==> config.mk <==
export PLATFORM = sky130hd
export DESIGN_NAME = keypad_scanner
export DESIGN_NICKNAME = d
export VERILOG_FILES = /design/src/rtl/keypad_scanner.sv
export SDC_FILE = /design/constraint.sdc
export NUM_CORES = 1
export LEC_CHECK = 0
export CAP_MARGIN = 0
export CORE_UTILIZATION = 45
export DETAILED_ROUTE_END_ITERATION = 16
export GPL_TIMING_DRIVEN = 0
export PLACE_DENSITY_LB_ADDON = 0.3
export RECOVER_POWER = 100
export SLEW_MARGIN = 20
export SYNTH_ARGS = -nofsm -noshare
export SYNTH_HDL_FRONTEND = slang
export SYNTH_SLANG_ARGS = --single-unit
==> constraint.sdc <==
create_clock -name clk -period 5.5 [get_ports clk]
set_input_delay 1.375 -clock clk [delete_from_list [all_inputs] [get_ports clk]]
set_output_delay 1.375 -clock clk [all_outputs]
set_load 0.01 [all_outputs]
==> src/rtl/keypad_scanner.sv <==
// keypad_scanner: 4x4 hex keypad scanner.
// Drives one active-low column at a time and samples the active-low rows. Whole-keypad
// snapshots are debounced, and each press produces one 4-bit code {row, col} on a
// valid/ready handshake. Accepted codes are shifted into value_o, newest in [3:0].
// Optional feature: define KEYPAD_AUTOREPEAT_EN to repeat a held single key (first repeat
// 32 sweeps after the original emission, then every 8 sweeps).
module keypad_scanner #(
  parameter int unsigned DW       = 32,
  parameter int unsigned SCAN_DIV = 131072,
  parameter int unsigned DEBOUNCE = 4
) (
  input  logic          clk,
  input  logic          reset,
  output logic [3:0]    col_o,
  input  logic [3:0]    row_i,
  output logic          key_valid_o,
  output logic [3:0]    key_code_o,
  input  logic          key_ready_i,
  output logic [DW-1:0] value_o,
  output logic          overrun_o,
  input  logic          clear_i
);

  localparam int unsigned SlotW = (SCAN_DIV > 1) ? $clog2(SCAN_DIV) : 1;
  localparam int unsigned CntW  = $clog2(DEBOUNCE + 1);

  localparam logic [SlotW-1:0] SlotLast = SlotW'(SCAN_DIV - 1);
  localparam logic [CntW-1:0]  CntMax   = CntW'(DEBOUNCE);
  localparam logic [CntW-1:0]  CntOne   = CntW'(1);

  typedef enum logic [1:0] {
    StIdle,
    StEmit,
    StHold
  } state_t;

  // ---------------------------------------------------------------------------------------
  // Row synchronizer
  // ---------------------------------------------------------------------------------------
  logic [3:0] row_meta;
  logic [3:0] row_sync;

  // Two-flop synchronizer; released (all-high) rows after reset.
  always_ff @(posedge clk) begin
    if (!reset) begin
      row_meta <= 4'hF;
      row_sync <= 4'hF;
    end else begin
      row_meta <= row_i;
      row_sync <= row_meta;
    end
  end

  // ---------------------------------------------------------------------------------------
  // Column slot timing
  // ---------------------------------------------------------------------------------------
  logic [SlotW-1:0] slot;
  logic [1:0]       col;
  logic             slot_tick;
  logic             sweep_done;

  assign slot_tick  = (slot == SlotLast);
  assign sweep_done = slot_tick && (col == 2'd3);
  assign col_o      = ~(4'b0001 << col);

  // Slot counter and column pointer; the column advances after its capture tick.
  always_ff @(posedge clk) begin
    if (!reset) begin
      slot <= '0;
      col  <= 2'd0;
    end else if (slot_tick) begin
      slot <= '0;
      col  <= col + 2'd1;
    end else begin
      slot <= slot + 1'b1;
    end
  end

  // ---------------------------------------------------------------------------------------
  // Sweep snapshot
  // ---------------------------------------------------------------------------------------
  logic [15:0] snap_acc;
  logic [15:0] snap_now;

  // Merge the current column's rows into the accumulated snapshot; at the column-3 tick
  // this is the complete sweep snapshot.
  always_comb begin
    snap_now = snap_acc;
    for (int r = 0; r < 4; r++) begin
      snap_now[r*4 + int'(col)] = ~row_sync[r];
    end
  end

  // Capture the current column's rows on each slot tick.
  always_ff @(posedge clk) begin
    if (!reset) begin
      snap_acc <= '0;
    end else if (slot_tick) begin
      snap_acc <= snap_now;
    end
  end

  // Snapshot classification and key encoding (bit index row*4+col is the code).
  logic       snap_zero;
  logic       snap_single;
  logic [3:0] code_now;

  assign snap_zero   = (snap_now == 16'h0000);
  assign snap_single = !snap_zero && ((snap_now & (snap_now - 16'h0001)) == 16'h0000);

  // Priority encoder; only meaningful when exactly one bit is set.
  always_comb begin
    code_now = 4'h0;
    for (int i = 0; i < 16; i++) begin
      if (snap_now[i]) begin
        code_now = 4'(i);
      end
    end
  end

  // ---------------------------------------------------------------------------------------
  // Debounce
  // ---------------------------------------------------------------------------------------
  logic [15:0]     prev_snap;
  logic [CntW-1:0] stable_cnt;
  logic [CntW-1:0] stable_cnt_next;
  logic            snap_same;
  logic            stable_now;

  assign snap_same = (snap_now == prev_snap);

  // Saturating count of consecutive identical snapshots; a change restarts at one.
  always_comb begin
    stable_cnt_next = CntOne;
    if (snap_same) begin
      stable_cnt_next = (stable_cnt == CntMax) ? stable_cnt : stable_cnt + 1'b1;
    end
  end

  // Stability as seen by the FSM at the sweep completion that produces it.
  assign stable_now = sweep_done && (stable_cnt_next == CntMax);

  // Debounce state advances once per completed sweep.
  always_ff @(posedge clk) begin
    if (!reset) begin
      stable_cnt <= '0;
      prev_snap  <= '0;
    end else if (sweep_done) begin
      stable_cnt <= stable_cnt_next;
      if (!snap_same) begin
        prev_snap <= snap_now;
      end
    end
  end

  // ---------------------------------------------------------------------------------------
  // Press FSM
  // ---------------------------------------------------------------------------------------
  state_t     state;
  state_t     state_next;
  logic [3:0] emit_code;
  logic       repeat_fire;
  logic       emit_active;
  logic       load_code;

  // State register.
  always_ff @(posedge clk) begin
    if (!reset) begin
      state <= StIdle;
    end else begin
      state <= state_next;
    end
  end

  // Next-state: decisions only happen on a stable snapshot at sweep completion.
  always_comb begin
    state_next = state;
    case (state)
      StIdle: begin
        if (stable_now) begin
          if (snap_single) begin
            state_next = StEmit;
          end else if (!snap_zero) begin
            state_next = StHold;  // chord: wait for full release
          end
        end
      end
      StEmit: begin
        state_next = StHold;
      end
      StHold: begin
        if (stable_now && snap_zero) begin
          state_next = StIdle;
        end else if (repeat_fire) begin
          state_next = StEmit;
        end
      end
      default: begin
        state_next = StIdle;
      end
    endcase
  end

  // FSM decoded outputs.
  always_comb begin
    emit_active = (state == StEmit);
    load_code   = (state == StIdle) && (state_next == StEmit);
  end

  // Latch the key code as the FSM commits to emitting it.
  always_ff @(posedge clk) begin
    if (!reset) begin
      emit_code <= 4'h0;
    end else if (load_code) begin
      emit_code <= code_now;
    end
  end

`ifdef KEYPAD_AUTOREPEAT_EN
  // ---------------------------------------------------------------------------------------
  // Auto-repeat
  // ---------------------------------------------------------------------------------------
  logic [5:0] rep_cnt;
  logic [5:0] rep_cnt_next;
  logic [5:0] rep_limit;
  logic       rep_first;

  assign rep_cnt_next = (rep_cnt == 6'd63) ? rep_cnt : rep_cnt + 6'd1;
  assign rep_limit    = rep_first ? 6'd32 : 6'd8;
  assign repeat_fire  = stable_now && snap_single && (code_now == emit_code) &&
                        (rep_cnt_next >= rep_limit);

  // Sweeps spent in HOLD since the last emission; rep_first selects the long first delay.
  always_ff @(posedge clk) begin
    if (!reset) begin
      rep_cnt   <= 6'd0;
      rep_first <= 1'b1;
    end else begin
      if (state == StHold) begin
        if (sweep_done) begin
          rep_cnt <= rep_cnt_next;
        end
        if (repeat_fire) begin
          rep_first <= 1'b0;
        end
      end else begin
        rep_cnt <= 6'd0;
        if (state == StIdle) begin
          rep_first <= 1'b1;
        end
      end
    end
  end
`else
  assign repeat_fire = 1'b0;
`endif

  // ---------------------------------------------------------------------------------------
  // Output buffer, handshake and value register
  // ---------------------------------------------------------------------------------------
  // One-entry code buffer; clear beats both a handshake and an emission.
  always_ff @(posedge clk) begin
    if (!reset) begin
      key_valid_o <= 1'b0;
      key_code_o  <= 4'h0;
      value_o     <= '0;
      overrun_o   <= 1'b0;
    end else if (clear_i) begin
      key_valid_o <= 1'b0;
      value_o     <= '0;
      overrun_o   <= 1'b0;
    end else begin
      if (key_valid_o && key_ready_i) begin
        key_valid_o <= 1'b0;
        value_o     <= {value_o[DW-5:0], key_code_o};
      end
      if (emit_active) begin
        if (!key_valid_o) begin
          key_valid_o <= 1'b1;
          key_code_o  <= emit_code;
        end else begin
          overrun_o <= 1'b1;  // code still pending: press is dropped
        end
      end
    end
  end

endmodule

==> flow_metrics.env, run 1 <==
export IMPL_cts_tree="built"
export IMPL_wl_per_cell_um=14.5
export IMPL_syn_inst=579
export IMPL_die_w_um=105
export IMPL_synth_top_area_share_pct=44.1
export IMPL_yosys_cell_count_top_type="dfxtp_1"
export IMPL_yosys_most_used_dff="dfxtp_1"
export IMPL_drc_errors=0
export IMPL_status="finished, final reports clean"
export IMPL_hold_violations=0
export IMPL_drt_iter0_markers=198
export IMPL_slew_headroom_pct=50.2
export IMPL_grt_pass1_wl_um=18500
export IMPL_insertion_delay_ns=0.36
export IMPL_dpl_cell_count=764
export IMPL_max_clock_freq_mhz=257
export IMPL_async_reset_ff_share_pct=0
export IMPL_dp_hpwl_um=8280
export IMPL_drive_gt1_share_pct=4.98
export IMPL_skew_ns=0.00909
export IMPL_period_share_pct=70.8
export IMPL_synth_nets=595
export IMPL_rrSetupSlack_ns=1.67
export IMPL_cts_setup_buffers=0
export IMPL_syn_area_um2=4810
export IMPL_root_buffer="clkbuf_8"
export IMPL_ant_nets=0
export IMPL_ys_seq_area_share_pct=44.1
export IMPL_synth_common_cells="dfxtp_1 (106), nand2_1 (95), a21oi_1 (73), nor2_1 (59), clkbuf_1 (26)"
export IMPL_holdWs_ns=0.417
export IMPL_rsz0062_at_grt="no"
export IMPL_cts_buffer_depth=2
export IMPL_syn2layout_area_growth_pct=16.7
export IMPL_cp_required_ns=4.12
export IMPL_clock_sinks=106
export IMPL_vias_per_cell=5.40
export IMPL_syn_area_per_cell_um2=8.32
export IMPL_grt_total_usage_pct=20.7
export IMPL_hp_class="flip-flop to flip-flop"
export IMPL_power_density_nw_per_um2=225
export IMPL_p_leak_uw=0.00196
export IMPL_final_min_clock_period_ns=3.90
export IMPL_io_pins=50
export IMPL_die_area_um2=11100
export IMPL_cp_arrival_ns=2.52
export IMPL_drv_cap=0
export IMPL_peakVddDrop_v=0.000136
export IMPL_clk_pin_slew_ns=0.09
export IMPL_port_buffers=49
export IMPL_postRouteWirelength_um=11300
export IMPL_critPathKind="flip-flop to output pin"
export IMPL_grt_pass1_vias=3869
export IMPL_synth_top_cell_by_area="dfxtp_1"
export IMPL_fp_coreArea_um2=10400
export IMPL_cts_resized=0
export IMPL_setup_violations=0
export IMPL_crit_fanout=10
export IMPL_vias=4206
export IMPL_gr_total_overflow=0
export IMPL_yosys_top_cells_area="dfxtp_1 (44%), a21oi_1 (7.6%), nand2_1 (7.4%)"
export IMPL_slew_violations=0
export IMPL_endpoint="col_o[2]"
export IMPL_r2r_cells=13
export IMPL_cp_end_kind="output pin"
export IMPL_rr_startpoint="col[0]"
export IMPL_place_congestion=0.955
export IMPL_synth_edf_count=0
export IMPL_grt_start_max_net_pins=17
export IMPL_worstSetupStartpointType="flip-flop"
export IMPL_worstMarginPinSlew_ns=0.747
export IMPL_cts_max_level=3
export IMPL_setup_tns_final_ns=0
export IMPL_numCtsBuffers=9
export IMPL_cp_startpoint="col[0]"
export IMPL_instances_no_fill=779
export IMPL_initial_utilization_pct=46.4
export IMPL_antennaDiodeCount=0
export IMPL_ys_warnings_count=0
export IMPL_antenna_found_initial=0
export IMPL_r2r_end="prev_snap[12]"
export IMPL_fin_nets=655
export IMPL_yosys_register_bits=106
export IMPL_hold_buffers=0
export IMPL_die_height_um=105
export IMPL_synth_cell_types=59
export IMPL_fp_row_count=37
export IMPL_firstDrtPassIters=5
## layout by cell type, fill, tap and decap left out, types with 16 or more instances in the layout
| cell | n |
|---|---|
| xnor2_1 | 19 |
| mux2i_1 | 18 |
| nand2_1 | 95 |
| nor2_1 | 60 |
| nand2b_1 | 16 |
| dlygate4sd3_1 | 42 |
| dfxtp_1 | 106 |
| inv_1 | 17 |
| o21ai_0 | 22 |
| a21oi_1 | 73 |
| clkbuf_1 | 33 |
## flip-flops by register name, indices dropped and copies added (netlist names), 3 cells and up
name        count
prev_snap      16
slot           17
stable_cnt      3
emit_code       4
row_meta        4
row_sync        4
key_code_o      4
snap_acc       16
value_o        32
## stage by stage
step           utilization, %  power, µW  cell area (µm²)  setup WS [ns]
3_5_place_dp             52.8        846             5480           2.11
4_1_cts                  54.4       1270             5650           2.08
5_1_grt                  54.2       1310             5620           1.35
6_report                 54.2       1260             5620           1.60
2_1_floorplan               -        827             4810           2.89
3_3_place_gp             52.8        845             5480           2.20
## routing by layer
layer / track usage (%) / vias to the layer above / part of all wire [%]
met5: 0 / - / 0
met1: 27.4 / 1991 / 47
li1: - / 2093 / -
met4: 7.44 / 0 / 1.6
met2: 34.0 / 107 / 47
met3: 3.53 / 15 / 4.9
## critical path, stage by stage (launching register included)
cell and delay [ns]:
dfxtp_1 0.36, inv_1 0.09, ha_1 0.15, clkbuf_1 0.44
clkbuf_1 0.42, inv_1 0.08, dlygate4sd3_1 0.62
## final cells by class
cell class                      count  area [µm²]
Tap cell                          136         170
Fill cell                         950        4750
Multi-Input combinational cell    417        2430
Buffer                             38         169
Inverter                           18        67.6
Sequential cell                   106        2120
Timing Repair Buffer               49         490
Clock inverter                      3        25.0
Clock buffer                       12         145
## cell families (layout without fill, tap and decap cells)
group | after synthesis | after routing | synth area share, %
AND/OR/NAND/NOR | 224 | 224 | 21.7
AO/OA/AOI/OAI | 135 | 135 | 17.4
flip-flops | 106 | 106 | 44.1
buffers and inverters | 56 | 120 | 5.07
XOR/XNOR | 30 | 30 | 5.46
multiplexers | 19 | 19 | 3.98
adder cells (fa/ha/maj) | 9 | 9 | 2.31
## power by group
part,total [µW],internal [µW],switching (µW)
Combinational,53.3,17.9,35.4
Clock,436,178,259
Sequential,775,771,3.50
Total,1260,967,297
## worst min-delay path by stage
stage,depth (start not counted),startpoint,to
6_report,1,row_meta[3],row_sync[3]
5_1_grt,1,row_meta[2],row_sync[2]
4_1_cts,1,row_meta[2],row_sync[2]
3_5_place_dp,1,row_meta[2],row_sync[2]
3_3_place_gp,1,row_meta[3],row_sync[3]
2_1_floorplan,1,row_meta[0],row_sync[0]
No activity file was read; power rests on OpenSTA's default activity.
==> run 2, diff against run 1 <==
==> constraint.sdc (replaced) <==
create_clock -name clk -period 3.9 [get_ports clk]
set_input_delay 0.975 -clock clk [delete_from_list [all_inputs] [get_ports clk]]
set_output_delay 0.975 -clock clk [all_outputs]
set_load 0.01 [all_outputs]
==> run 2 against run 1 <==
Net effect: global-route usage is the same; first-iteration DRC count rose by 1.0%; combinational power is 42% higher; sequential power up 41%; via count grew 0.55%; worst setup slack worse by 1.2 ns; wire length increased by 0.24%; critical endpoint is now prev_snap[12]; register-to-register slack got worse by 1.3 ns; cell area up 0.22%; flip-flop and latch count did not move; largest power group unchanged; die area is the same; power is 41% higher.
==> flow_metrics.env, run 2 (synthesis results as in run 1) <==
export IMPL_holdPathEnd="row_sync[3]"
export IMPL_insertion_delay_ns=0.36
export IMPL_routed_wl_met3_um=608
export IMPL_drive_gt1_share_pct=5.75
export IMPL_slew_headroom_pct=50.5
export IMPL_r2r_end="prev_snap[12]"
export IMPL_antennaDiodeCount=0
export IMPL_place_congestion=0.955
export IMPL_placed_area_um2=5480
export IMPL_root_buffer="clkbuf_8"
export IMPL_min_path_cells=1
export IMPL_final_util_pct=54.3
export IMPL_drc_errors=0
export IMPL_worstSetupStartpointType="flip-flop"
export IMPL_ant_nets=0
export IMPL_max_clock_freq_mhz=286
export IMPL_drt_met1_wl_um=5220
export IMPL_vias_per_cell=5.43
export IMPL_grt_start_max_net_pins=17
export IMPL_grt_total_usage_pct=20.7
export IMPL_regMostFlops="value_o"
export IMPL_period_share_pct=89.6
export IMPL_rrSetupSlack_ns=0.41
export IMPL_cp_end_kind="flip-flop"
export IMPL_cp_required_ns=4.13
export IMPL_numCtsBuffers=9
export IMPL_fin_area_um2=5630
export IMPL_die_w_um=105
export IMPL_max_stage_delay_ns=0.56
export IMPL_wl_per_cell_um=14.5
export IMPL_final_common_cell="dfxtp_1"
export IMPL_fp_row_count=37
export IMPL_p_leak_uw=0.00198
export IMPL_clk_pin_slew_ns=0.10
export IMPL_port_buffers=49
export IMPL_vias=4229
export IMPL_cts_buffer_depth=2
export IMPL_initial_utilization_pct=46.4
export IMPL_drt_iter0_markers=200
export IMPL_r2r_cells=13
export IMPL_skew_ns=0.00983
export IMPL_clock_sinks=106
export IMPL_final_min_clock_period_ns=3.49
export IMPL_die_area_um2=11100
export IMPL_postRouteWirelength_um=11300
export IMPL_peakVddDrop_v=0.000192
export IMPL_crit_path_top_delay_cell="nor4_1"
export IMPL_power_uw=1780
export IMPL_status="finished, final reports clean"
export IMPL_grt_pass1_wl_um=18500
export IMPL_path_cells="inv_1 > ha_1 > buf_4 > buf_2 > a21oi_1 > xnor2_1 > nand4_1 > nor4_1 > clkbuf_1 > nor2_1 > clkbuf_2 > nand2_1 > a21oi_1"
export IMPL_hold_buffers=0
export IMPL_setup_violations=0
export IMPL_cp_common_cell="a21oi_1"
export IMPL_dpl_cell_count=764
export IMPL_dp_hpwl_um=8280
export IMPL_fp_coreArea_um2=10400
export IMPL_antenna_found_initial=0
export IMPL_cts_setup_buffers=0
export IMPL_grt_pass1_vias=3869
export IMPL_min_from="row_meta[3]"
export IMPL_instances_no_fill=779
export IMPL_rsz0062_at_grt="no"
export IMPL_gr_total_overflow=0
export IMPL_syn2layout_area_growth_pct=16.9
export IMPL_top_layer="met4"
export IMPL_reg_top3="value_o (32), slot (17)"
export IMPL_io_pins=50
export IMPL_critPathKind="flip-flop to flip-flop"
export IMPL_cts_tree="built"
export IMPL_cts_max_level=3
export IMPL_cts_resized=0
export IMPL_worstMarginPinSlew_ns=0.742
export IMPL_met2_length_um=5270
export IMPL_hold_violations=0
export IMPL_power_density_nw_per_um2=317
export IMPL_setup_tns_final_ns=0
export IMPL_firstDrtPassIters=4
export IMPL_slew_violations=0
export IMPL_cp_arrival_ns=3.72
export IMPL_crit_fanout=10
export IMPL_largest_register_ffs=32
export IMPL_die_height_um=105
export IMPL_drv_cap=0
export IMPL_hp_class="flip-flop to flip-flop"
export IMPL_rr_startpoint="col[0]"
export IMPL_most_common_layout_cells="dfxtp_1 (106), nand2_1 (95), a21oi_1 (73)"
export IMPL_fin_nets=655
[run 2: cell count changes in the layout (fill, tap and decap cells not counted)]
cell,before,now
nor3_1,10,9
clkbuf_1,33,29
buf_2,3,5
buf_4,1,2
nor3_2,0,1
clkbuf_2,0,1
[run 2: final cells by class]
type | count | area, µm²
multi-input combinational | 417 | 2430
fill | 948 | 4740
tap | 136 | 170
clock inverter | 3 | 25.0
buffer | 38 | 176
timing repair buffer | 49 | 490
clock buffer | 12 | 145
sequential | 106 | 2120
inverter | 18 | 67.6
[run 2: metrics by stage]
step                      setup WS, ns  hold slack (ns)
after floorplan                   1.29            0.386
after CTS                        0.476            0.422
after global placement           0.598            0.395
after global routing             0.122            0.431
final                            0.407            0.416
after detailed placement         0.506            0.395
[run 2: worst max path at each step]
stage                 start       endpoint  slack (ns)  cells past startpoint
global route         col[0]  prev_snap[14]        0.12                     13
global placement    slot[3]       slot[11]        0.60                     11
detailed placement  slot[3]       slot[11]        0.51                     11
finish               col[0]  prev_snap[12]        0.41                     13
CTS                 slot[3]       slot[11]        0.48                     11
floorplan           slot[3]       slot[10]        1.29                     11
[run 2: critical path, delay by kind of cell, from the launching register on]
kind	cells	cell delay, ns
xor gates and xnor gates	1	0.19
and+or+nand+nor	4	1.00
DFF	1	0.41
AOI/OAI and AO/OA	2	0.48
adders and majority gates	1	0.20
buffers and inverters	5	1.07
[run 2: report_power, final]
group	switching [µW]	internal (µW)	total (µW)
registers	4.96	1090	1090
clock network	363	251	614
logic	50.4	25.2	75.6
total	419	1360	1780
[run 2: routing by layer]
layer  up-vias  global-route usage (%)
li1       2089                       -
met1      2002                    27.4
met5         -                       0
met4         0                    7.44
met2       119                    34.0
met3        19                    3.53
==> run 3, diff against run 2 <==
--- a/config.mk
+++ b/config.mk
@@ -11,6 +11,7 @@
 export GPL_TIMING_DRIVEN = 0
 export PLACE_DENSITY_LB_ADDON = 0.3
 export RECOVER_POWER = 100
+export SETUP_SLACK_MARGIN = 0.1
 export SLEW_MARGIN = 20
 export SYNTH_ARGS = -nofsm -noshare
 export SYNTH_HDL_FRONTEND = slang
==> results of run 3 <==
The final DEF is identical to that of run 2; final timing and power are the same.
